`config.mk`:
```
export PLATFORM = sky130hd
export DESIGN_NAME = pwm_capture_flat
export DESIGN_NICKNAME = d
export VERILOG_FILES = /design/src/rtl/pwm_pkg.sv /design/src/rtl/pwm_capture_if.sv /design/src/rtl/pwm_capture_div.sv /design/src/rtl/pwm_capture.sv /design/src/flat_wrapper.sv
export SDC_FILE = /design/constraint.sdc
export NUM_CORES = 1
export LEC_CHECK = 0
export ABC_AREA = 1
export CAP_MARGIN = 15
export CORE_MARGIN = 8
export CORE_UTILIZATION = 34
export CTS_BUF_LIST = sky130_fd_sc_hd__clkbuf_4 sky130_fd_sc_hd__clkbuf_8
export DETAILED_ROUTE_END_ITERATION = 6
export HOLD_SLACK_MARGIN = 0.15
export PLACE_DENSITY_LB_ADDON = 0.1
export SLEW_MARGIN = 20
export SYNTH_ARGS = -nofsm -noshare
export SYNTH_HDL_FRONTEND = slang
export SYNTH_HIERARCHICAL = 1
export SYNTH_SLANG_ARGS = --single-unit
```
`constraint.sdc`:
```
create_clock -name clk -period 4.2 [get_ports clk]
set_clock_uncertainty 0.15 [all_clocks]
set_input_delay 0.42 -clock clk [delete_from_list [all_inputs] [get_ports clk]]
set_output_delay 0.42 -clock clk [all_outputs]
set_load 0.05 [all_outputs]
```
`src/rtl/pwm_pkg.sv`:
```
// Shared constants for the PWM capture peripheral: register map, CTRL bit
// positions, capture state encoding and the duty-cycle ceiling.
package pwm_pkg;

   localparam int CNT_W_DEF = 24;

   localparam logic [1:0] A_CTRL   = 2'd0;
   localparam logic [1:0] A_HIGH   = 2'd1;
   localparam logic [1:0] A_PERIOD = 2'd2;
   localparam logic [1:0] A_DUTY   = 2'd3;

   localparam int CTRL_EN    = 0;
   localparam int CTRL_VALID = 1;
   localparam int CTRL_OVF   = 2;
   localparam int CTRL_BUSY  = 3;

   localparam logic [6:0] DUTY_MAX = 7'd100;

   typedef enum logic [1:0] {
      IDLE = 2'd0,
      ARM  = 2'd1,
      HIGH = 2'd2,
      LOW  = 2'd3
   } state_e;

endpackage

```
`src/rtl/pwm_capture_if.sv`:
```
// Register-window bus between the core load/store path and the capture block.
interface pwm_capture_if;

   logic [1:0]  A;
   logic [31:0] WD;
   logic        WE;
   logic [31:0] RD;

   modport master (output A, output WD, output WE, input RD);
   modport slave  (input A, input WD, input WE, output RD);

endinterface

```
`src/rtl/pwm_capture_div.sv`:
```
// Serial restoring divider for the duty cycle: one load cycle, then one
// quotient bit per cycle; the quotient is clamped to DUTY_MAX.
module pwm_capture_div
   import pwm_pkg::*;
#(
   parameter int CNT_W = CNT_W_DEF
) (
   input  logic               clk,
   input  logic               rst_n,
   input  logic               start,
   input  logic               abort,
   input  logic [CNT_W+6:0]   num,
   input  logic [CNT_W-1:0]   den,
   output logic               busy,
   output logic               done,
   output logic [6:0]         q
);

   localparam int NUM_W = CNT_W + 7;
   localparam int IT_W  = $clog2(NUM_W + 1);
   localparam logic [IT_W-1:0] IT_LAST = IT_W'(NUM_W);

   function automatic logic [6:0] clamp_duty(input logic [NUM_W-1:0] x);
      if (x > NUM_W'(DUTY_MAX)) return DUTY_MAX;
      return x[6:0];
   endfunction

   logic             busy_q, busy_d;
   logic [IT_W-1:0]  it_q, it_d;
   logic [NUM_W-1:0] num_q, num_d, quo_q, quo_d, quo_nx;
   logic [CNT_W-1:0] den_q, den_d, rem_q, rem_d;
   logic [CNT_W:0]   rem_sh;
   logic             qbit;

   // The remainder stays below den, so the shifted value fits CNT_W+1 bits
   // and the low CNT_W bits of the subtraction are exact.
   assign rem_sh = {rem_q, quo_q[NUM_W-1]};
   assign qbit   = (rem_sh >= {1'b0, den_q});
   assign quo_nx = {quo_q[NUM_W-2:0], qbit};
   assign q      = clamp_duty(quo_nx);
   assign busy   = busy_q;

   always_comb begin
      busy_d = busy_q;
      it_d   = it_q;
      num_d  = num_q;
      den_d  = den_q;
      rem_d  = rem_q;
      quo_d  = quo_q;
      done   = 1'b0;
      if (abort) begin
         busy_d = 1'b0;
      end else if (start) begin
         busy_d = 1'b1;
         it_d   = '0;
         num_d  = num;
         den_d  = den;
      end else if (busy_q) begin
         if (it_q == '0) begin
            rem_d = '0;
            quo_d = num_q;
            it_d  = IT_W'(1);
         end else begin
            rem_d = qbit ? (rem_sh[CNT_W-1:0] - den_q) : rem_sh[CNT_W-1:0];
            quo_d = quo_nx;
            it_d  = it_q + 1'b1;
            if (it_q == IT_LAST) begin
               busy_d = 1'b0;
               done   = 1'b1;
            end
         end
      end
   end

   always_ff @(posedge clk or negedge rst_n) begin
      if (!rst_n) begin
         busy_q <= 1'b0;
         it_q   <= '0;
         num_q  <= '0;
         den_q  <= '0;
         rem_q  <= '0;
         quo_q  <= '0;
      end else begin
         busy_q <= busy_d;
         it_q   <= it_d;
         num_q  <= num_d;
         den_q  <= den_d;
         rem_q  <= rem_d;
         quo_q  <= quo_d;
      end
   end

endmodule

```
`src/rtl/pwm_capture.sv`:
```
// PWM input capture: synchronizes pwm_in, measures high time and period in
// clk cycles, derives duty percent and exposes results in a 4-register window.
module pwm_capture
   import pwm_pkg::*;
#(
   parameter int CNT_W = CNT_W_DEF
) (
   input  logic         clk,
   input  logic         rst_n,
   input  logic         pwm_in,
   pwm_capture_if.slave bus
);

   localparam int NUM_W = CNT_W + 7;
   localparam logic [CNT_W-1:0] CNT_MAX = '1;
   localparam logic [CNT_W-1:0] CNT_ONE = {{(CNT_W-1){1'b0}}, 1'b1};

   state_e           state_q, state_d;
   logic             sync1_q, sync1_d, sync2_q, sync2_d, prev_q, prev_d;
   logic [CNT_W-1:0] cnt_q, cnt_d, hint_q, hint_d, high_q, high_d, period_q, period_d;
   logic [6:0]       duty_q, duty_d;
   logic             en_q, en_d, valid_q, valid_d, ovf_q, ovf_d;
   logic             s, rise, fall, ctrl_wr;
   logic             div_start, div_abort, div_busy, div_done;
   logic [6:0]       div_q;
   logic [NUM_W-1:0] div_num;
   logic             unused_wd;

   assign s         = sync2_q;
   assign rise      = s & ~prev_q;
   assign fall      = ~s & prev_q;
   assign ctrl_wr   = bus.WE && (bus.A == A_CTRL);
   assign div_num   = NUM_W'(hint_q) * NUM_W'(DUTY_MAX);
   assign unused_wd = ^{bus.WD[31:3], bus.WD[1]};

   always_comb begin
      sync1_d   = pwm_in;
      sync2_d   = sync1_q;
      prev_d    = sync2_q;
      state_d   = state_q;
      cnt_d     = cnt_q;
      hint_d    = hint_q;
      high_d    = high_q;
      period_d  = period_q;
      duty_d    = duty_q;
      en_d      = en_q;
      valid_d   = valid_q;
      ovf_d     = ovf_q;
      div_start = 1'b0;
      div_abort = 1'b0;
      if (ctrl_wr) begin
         en_d = bus.WD[CTRL_EN];
         if (bus.WD[CTRL_OVF]) ovf_d = 1'b0;
      end
      if (div_done) duty_d = div_q;
      if (state_q == IDLE) begin
         cnt_d     = '0;
         valid_d   = 1'b0;
         div_abort = 1'b1;
         if (en_q) state_d = ARM;
      end else if (!en_q) begin
         state_d   = IDLE;
         cnt_d     = '0;
         valid_d   = 1'b0;
         div_abort = 1'b1;
      end else if (cnt_q == CNT_MAX) begin
         // Timeout: the ovf set is placed after the clear so set wins.
         ovf_d     = 1'b1;
         high_d    = '0;
         period_d  = '0;
         duty_d    = s ? DUTY_MAX : 7'd0;
         valid_d   = 1'b1;
         div_abort = 1'b1;
         cnt_d     = '0;
         state_d   = ARM;
      end else begin
         cnt_d = cnt_q + 1'b1;
         case (state_q)
            ARM: begin
               if (rise) begin
                  cnt_d   = CNT_ONE;
                  state_d = HIGH;
               end
            end
            HIGH: begin
               if (fall) begin
                  hint_d  = cnt_q;
                  state_d = LOW;
               end
            end
            LOW: begin
               if (rise) begin
                  high_d    = hint_q;
                  period_d  = cnt_q;
                  valid_d   = 1'b1;
                  div_start = 1'b1;
                  cnt_d     = CNT_ONE;
                  state_d   = HIGH;
               end
            end
            default: ;
         endcase
      end
   end

   always_ff @(posedge clk or negedge rst_n) begin
      if (!rst_n) begin
         sync1_q  <= 1'b0;
         sync2_q  <= 1'b0;
         prev_q   <= 1'b0;
         state_q  <= IDLE;
         cnt_q    <= '0;
         hint_q   <= '0;
         high_q   <= '0;
         period_q <= '0;
         duty_q   <= '0;
         en_q     <= 1'b0;
         valid_q  <= 1'b0;
         ovf_q    <= 1'b0;
      end else begin
         sync1_q  <= sync1_d;
         sync2_q  <= sync2_d;
         prev_q   <= prev_d;
         state_q  <= state_d;
         cnt_q    <= cnt_d;
         hint_q   <= hint_d;
         high_q   <= high_d;
         period_q <= period_d;
         duty_q   <= duty_d;
         en_q     <= en_d;
         valid_q  <= valid_d;
         ovf_q    <= ovf_d;
      end
   end

   pwm_capture_div #(.CNT_W(CNT_W)) u_div (
      .clk   (clk),
      .rst_n (rst_n),
      .start (div_start),
      .abort (div_abort),
      .num   (div_num),
      .den   (cnt_q),
      .busy  (div_busy),
      .done  (div_done),
      .q     (div_q)
   );

   always_comb begin
      bus.RD = '0;
      case (bus.A)
         A_CTRL:   bus.RD[3:0] = {div_busy, ovf_q, valid_q, en_q};
         A_HIGH:   bus.RD      = 32'(high_q);
         A_PERIOD: bus.RD      = 32'(period_q);
         A_DUTY:   bus.RD[6:0] = duty_q;
         default:  bus.RD      = '0;
      endcase
   end

endmodule

```
`src/flat_wrapper.sv`:
```
// flat-port wrapper written by rule: the top's interface ports become plain ports
module pwm_capture_flat import pwm_pkg::*;
#(
   parameter int CNT_W = CNT_W_DEF
)
  (clk, rst_n, pwm_in, bus_A, bus_WD, bus_WE, bus_RD);
  pwm_capture_if bus_i ();
  input  logic clk;
  input  logic rst_n;
  input  logic pwm_in;
  input wire logic [$bits(bus_i.A)-1:0] bus_A;
  input wire logic [$bits(bus_i.WD)-1:0] bus_WD;
  input wire logic [$bits(bus_i.WE)-1:0] bus_WE;
  output wire logic [$bits(bus_i.RD)-1:0] bus_RD;
  assign bus_i.A = bus_A;
  assign bus_i.WD = bus_WD;
  assign bus_i.WE = bus_WE;
  assign bus_RD = bus_i.RD;
  pwm_capture #(.CNT_W(CNT_W)) u_core (.clk(clk), .rst_n(rst_n), .pwm_in(pwm_in), .bus(bus_i));
endmodule
```
## Yosys cells after proc, flatten, opt, wreduce, memory -nomap -nowiden

Cells that the tools add are included.

- Register bits: 225
- Word-level logic and storage cells: 124
- Memories kept: 0
- Memory bits (read-only): 0
- Bits in writable memories: 0
- Latch bits: 0

- Magnitude comparators: 2
- Shift operators: 0
- Bitwise logic cells: 8
- Equality and inequality tests: 14
- Multiply operators: 1
- Div/mod/pow operators: 0
- Reductions and logical operators: 15
- Add/sub/neg operators: 3
- Mux-type cells: 63

Operators by type and width:

| cell | number |
|---|---|
| 24-bit 2-to-1 mux | 13 |
| 7-bit 2-to-1 mux | 7 |
| 17-bit one-hot mux with 2 select lines | 1 |
| 31-bit by 7-bit > comparator with 1-bit output (second input constant) | 1 |
| 31-bit 2-to-1 mux | 1 |
| 24-bit by 5-bit multiplier with 29-bit output (second input constant) | 1 |
| 1-bit 2-to-1 mux | 29 |
| 25-bit by 24-bit >= comparator with 1-bit output | 1 |
| 24-bit by 1-bit adder with 24-bit output (second input constant) | 1 |
| 24-bit equality test (second input constant) | 1 |
| 24-bit subtractor | 1 |
| 4-bit one-hot mux with 4 select lines | 1 |
| 5-bit 2-to-1 mux | 3 |
| 5-bit inequality test (second input constant) | 3 |
| 2-bit 2-to-1 mux | 6 |
| 3-bit one-hot mux with 3 select lines | 1 |
| 2-bit equality test (second input constant) | 4 |
| 4-bit inequality test (second input constant) | 2 |
| 4-bit AND reduction | 2 |
| 1-bit NOT | 6 |
| 2-bit AND reduction | 3 |
| 2-bit nonzero test | 3 |
| 5-bit by 1-bit adder with 5-bit output (second input constant) | 1 |
| 5-bit equality test (second input constant) | 1 |
| other kinds (10) | 13 |

## Longest topological paths before layout

- Depth after elaboration: 13
- Mapped depth: 20

## Modules after synthesis

Netlist, hierarchy kept.

Modules (own cells, without submodules):

| module | cells each | instances | seq. area each (um2) | area each (um2) |
|---|---|---|---|---|
| pwm_capture | 1126 | 1 | 2777.7 | 8247.9 |
| pwm_capture_div | 976 | 1 | 2902.8 | 7150.6 |

## Worst setup path before layout

OpenSTA, ideal clock, no wires.

- Kind: reg2reg
- From: register u_core.hint_q[3]
- To: register u_core.u_div.num_q[26]
- Slack: 1.089 ns
- Library setup time: 0.125 ns
- Cell stages (with the launch flop): 14
- Data arrival time: 2.836 ns
- Path buffers: 0
- Path through: dfrtp_1 > ha_1 > ha_1 > inv_1 > fa_1 > inv_1 > ha_1 > or2_2 > and2_1 > nand3_1 > nand3_1 > nand2_1 > nand2_1 > mux2_2

- Word-level cells in the longest chain between the ends: 1

Ends and longest elaborated chain:

| item | line | source |
|---|---|---|
| start: declaration | pwm_capture.sv:20 | `logic [CNT_W-1:0] cnt_q, cnt_d, hint_q, hint_d, high_q, high_d, period_q, period_d;` |
| start signal: assignment | pwm_capture.sv:126 | `hint_q <= hint_d;` |
| 24-bit by 5-bit multiplier with 29-bit output | pwm_capture.sv:33 | `assign div_num = NUM_W'(hint_q) * NUM_W'(DUTY_MAX);` |
| named net u_core.div_num[26] | pwm_capture.sv:26 | `logic [NUM_W-1:0] div_num;` |
| end signal: assignment | pwm_capture_div.sv:86 | `num_q <= num_d;` |
| end: declaration | pwm_capture_div.sv:30 | `logic [NUM_W-1:0] num_q, num_d, quo_q, quo_d, quo_nx;` |

The timed path passes the listed nets, and every way through them passes these cells.
A chain may end at the register's enable or synchronous reset.

## Final worst setup path

- From: register u_core.cnt_q[1]
- To: register u_core.duty_q[5]

RTL lines:

| item | line | source |
|---|---|---|
| start: declaration | pwm_capture.sv:20 |  |
| start signal: assignment | pwm_capture.sv:125 | `cnt_q <= cnt_d;` |
| 24-bit equality test * | pwm_capture.sv:66 | `end else if (cnt_q == CNT_MAX) begin` |
| 1-bit 2-to-1 mux * | pwm_capture.sv:66 |  |
| 1-bit 2-to-1 mux * | pwm_capture.sv:61 | `end else if (!en_q) begin` |
| 1-bit 2-to-1 mux * | pwm_capture.sv:56 | `if (state_q == IDLE) begin` |
| named net u_core.div_abort | pwm_capture.sv:24 | `logic div_start, div_abort, div_busy, div_done;` |
| 1-bit 2-to-1 mux * | pwm_capture_div.sv:51 | `if (abort) begin` |
| named net u_core.div_done | pwm_capture.sv:24 |  |
| 7-bit 2-to-1 mux * | pwm_capture.sv:55 | `if (div_done) duty_d = div_q;` |
| 7-bit 2-to-1 mux | pwm_capture.sv:66 |  |
| 7-bit 2-to-1 mux | pwm_capture.sv:61 |  |
| 7-bit 2-to-1 mux * | pwm_capture.sv:56 |  |
| named net u_core.duty_d[5] | pwm_capture.sv:21 | `logic [6:0] duty_q, duty_d;` |
| end signal: assignment | pwm_capture.sv:129 | `duty_q <= duty_d;` |
| end: declaration | pwm_capture.sv:21 |  |

The timed path passes the listed nets; every way through them passes the cells marked *.

==> reports/qor.yml <==
finish:
  area_delta_synth_final_pct: 12.0
  layout_common_cells: "nand2_1 (655), inv_1 (316), dfrtp_1 (227)"
  final_util_pct: 38.3
  antenna_cells: 0
  nNetsFinal: 2309
  final_common_cell: "nand2_1"
  layout-drive-gt1-share_pct: 8.25
power:
  power.switching_uw: 2660
  peakVddDrop_uv: 260
  pwr-share-seq_pct: 36.8
  pwr-share-comb_pct: 30.5
  powerDensity_nw_per_um2: 406
  leakage_uw: 0.00951
  clockPowerShare_pct: 32.7
  p_int_uw: 4340
  switching_share_pct: 38.0
grt:
  grt_max_degree: 104
  grt_pass1_wl_um: 72200
  grt_overflow: 0
  grtUsageTotal_pct: 17.1
  grt_pass1_vias: 12800
  antenna_found_initial: 2
timing:
  max_freq_mhz: 266
  rsz0062_at_grt: "false"
  min_period_over_period_pct: 89.4
  layout_setup_ws_ns: 0.447
  final-hold-violation-count: 0
  slew_violations: 0
  fin_hold_ws_ns: 0.209
  tightest_slew_ns: 1.01
  relSlewSlack_pct: 32.1
  period_needed_ns: 3.75
  setup_viol: 0
  tns_ns: 0
cts:
  clockBufferDepth: 3
  path_clk_slew_ns: 0.06
  cts-root-buf: "clkbuf_8"
  cts_tree: "done"
  numCtsBuffers: 43
  cts_resized: 0
  postCtsHoldBufs: 2
  htree_levels: 2
  cts.sinks: 227
  cts_setup_buffers: 0
  clock_latency_ns: 0.62
worst_hold_path:
  worstHoldStart: "u_core/sync1_q$_DFF_PN0_"
  hold_path_depth: 0
  min_path_type: "reg -> reg"
  min_to: "u_core/prev_d$_DFF_PN0_"
run:
  max_cap_viol_count: 0
floorplan:
  die_x_um: 229
  io_pins: 70
  die_h_um: 229
  start_util_pct: 34.2
  die_area_um2: 52400
  num_rows: 78
  core_area_um2: 45100
critical_path:
  cp_top_family: "simple AND/OR/NAND/NOR gates"
  end_kind: "flip-flop"
  required_ns: 4.53
  r2r_cells: 17
  criticalPathCategory: "reg -> reg"
  crit_path_top_delay_cell: "nor3_1"
  start_kind: "flip-flop"
  reg2reg_to: "u_core/duty_q[5]$_DFF_PN0_"
  r2r-start: "u_core/cnt_q[1]$_DFF_PN0_"
  timing.critical_path.buf_inv: 5
  crit_arrival_ns: 4.09
  crit_chain: "ha_1 > nand3_1 > nor2_4 > nand4_2 > nor2_4 > nor2_4 > inv_1 > inv_2 > nand2_1 > nor2_2 > inv_1 > nor3_1 > inv_1 > nand2_1 > nand3_1 > nand2_1 > inv_1"
  worst-r2r-setup-slack_ns: 0.45
  cp_max_fo: 28
  cp_common_cell: "inv_1"
  cpPeakStageDelay_ns: 0.57
routing:
  drtIter0Drc: 868
  vias: 13300
  vias_per_cell: 4.80
  drc_errors: 0
  first_pass_iters: 7
  routedWlPerCell_um: 16.3
  finalWirelength_um: 45300
  drtAntennaViolNets: 0
logic_synthesis:
  ys.warnings.count: 6
  ys.flop_type: "dfrtp_1"
  synthArstFlopShare_pct: 100
  syn_area_um2: 15400
  synth_edf_count: 0
  ys_seq_area_share_pct: 36.9
  synth_cells: 2102
  synth_cell_types: 44
  ys_seq_elements: 227
  synth.avg_cell_area_um2: 7.33
place:
  gp_congestion: 0.864
  post-dp-hpwl_um: 33500
  pre_cts_ws_ns: 0.491
  portBuffers: 31
status:
  status: "finished, final reports clean"
[logic make-up after synthesis]
logic type / count (synthesis) / share of synthesized area, %
compound gates: 215 / 7.30
xor+xnor: 42 / 2.39
fa+ha+maj: 130 / 11.5
buf+inv: 407 / 10.5
flops: 227 / 36.9
mux: 32 / 2.34
other cells: 1 / 0.0244
simple gates: 1048 / 29.0
[final cells by class]
class	instances	area (um2)
sequential	227	5680
multi-input combinational	1477	8140
fill	4814	27800
tap	600	751
inverter	335	1260
clock buffer	67	835
clock inverter	7	63.8
timing repair buffer	57	523
[worst max-delay path by stage]
| stage | cells after the start | end | start |
|---|---|---|---|
| floorplan | 13 | u_core/u_div/num_q[26]$_DFFE_PN0P_ | u_core/hint_q[3]$_DFFE_PN0P_ |
| global route | 17 | u_core/duty_q[2]$_DFF_PN0_ | u_core/cnt_q[1]$_DFF_PN0_ |
| detailed placement | 17 | u_core/duty_q[5]$_DFF_PN0_ | u_core/cnt_q[1]$_DFF_PN0_ |
| finish | 17 | u_core/duty_q[5]$_DFF_PN0_ | u_core/cnt_q[1]$_DFF_PN0_ |
| CTS | 17 | u_core/duty_q[5]$_DFF_PN0_ | u_core/cnt_q[1]$_DFF_PN0_ |
| global placement | 17 | u_core/duty_q[6]$_DFF_PN0_ | u_core/cnt_q[1]$_DFF_PN0_ |
[routing by layer]
metal	vias to the layer above	wire, um	global-route usage [%]
li1	6705	-	-
met1	6259	22500	24.7
met2	277	19400	25.5
met3	55	2430	3.15
met4	4	980	4.90
met5	-	24	0
[through the flow]
stage | total power, uW | std cells | instance area (um2)
floorplan | 4120 | 2111 | 15400
global placement | 4730 | 2694 | 16300
detailed placement | 4730 | 2694 | 16300
CTS | 7100 | 2770 | 17300
global route | 7470 | 2770 | 17300
finish | 7000 | 2770 | 17300
[worst register-to-register path: cells and delay by family (launching register included)]
kind,cells,cell delay [ns]
buf+inv,5,0.73
simple gates,11,2.03
flops,1,0.45
fa+ha+maj,1,0.26
[flip-flops by register name, summed over array words and instances, names as in the netlist, 2 cells and up]
signal,flops
u_core/state_q,2
u_core/u_div/den_q,24
u_core/u_div/num_q,31
u_core/high_q,24
u_core/cnt_q,24
u_core/period_q,24
u_core/u_div/quo_q,31
u_core/hint_q,24
u_core/duty_q,7
u_core/u_div/rem_q,24
u_core/u_div/it_q,5
[synthesized netlist by cell type (3+ instances only)]
cell type	count	area (um2)
nand3b_1	7	52.6
ha_1	110	1380
dfrtp_1	227	5680
nor2_4	6	67.6
o21ai_0	76	380
nand4_1	54	338
a21oi_1	121	606
o21bai_1	6	45.0
and2_1	6	37.5
fa_1	20	400
a31oi_1	3	18.8
nand2_2	6	37.5
nor2_1	131	492
xor2_1	26	228
inv_2	17	63.8
inv_1	316	1190
clkbuf_1	32	120
nand3_1	153	766
mux2_2	32	360
buf_6	4	45.0
buf_1	4	15.0
xnor2_1	16	140
buf_4	10	75.1
nand2_1	656	2460
nor2_2	6	37.5
buf_2	22	110
nor3_1	13	65.1
[power by group through the flow]
| stage | sequential (uW) | combinational, uW | clock [uW] |
|---|---|---|---|
| floorplan | 2580 | 1550 | 0 |
| global placement | 2610 | 2120 | 0 |
| detailed placement | 2610 | 2120 | 0 |
| CTS | 2580 | 2140 | 2390 |
| global route | 2610 | 2400 | 2460 |
| finish | 2580 | 2140 | 2290 |
No activity file was read; power rests on OpenSTA's default activity.
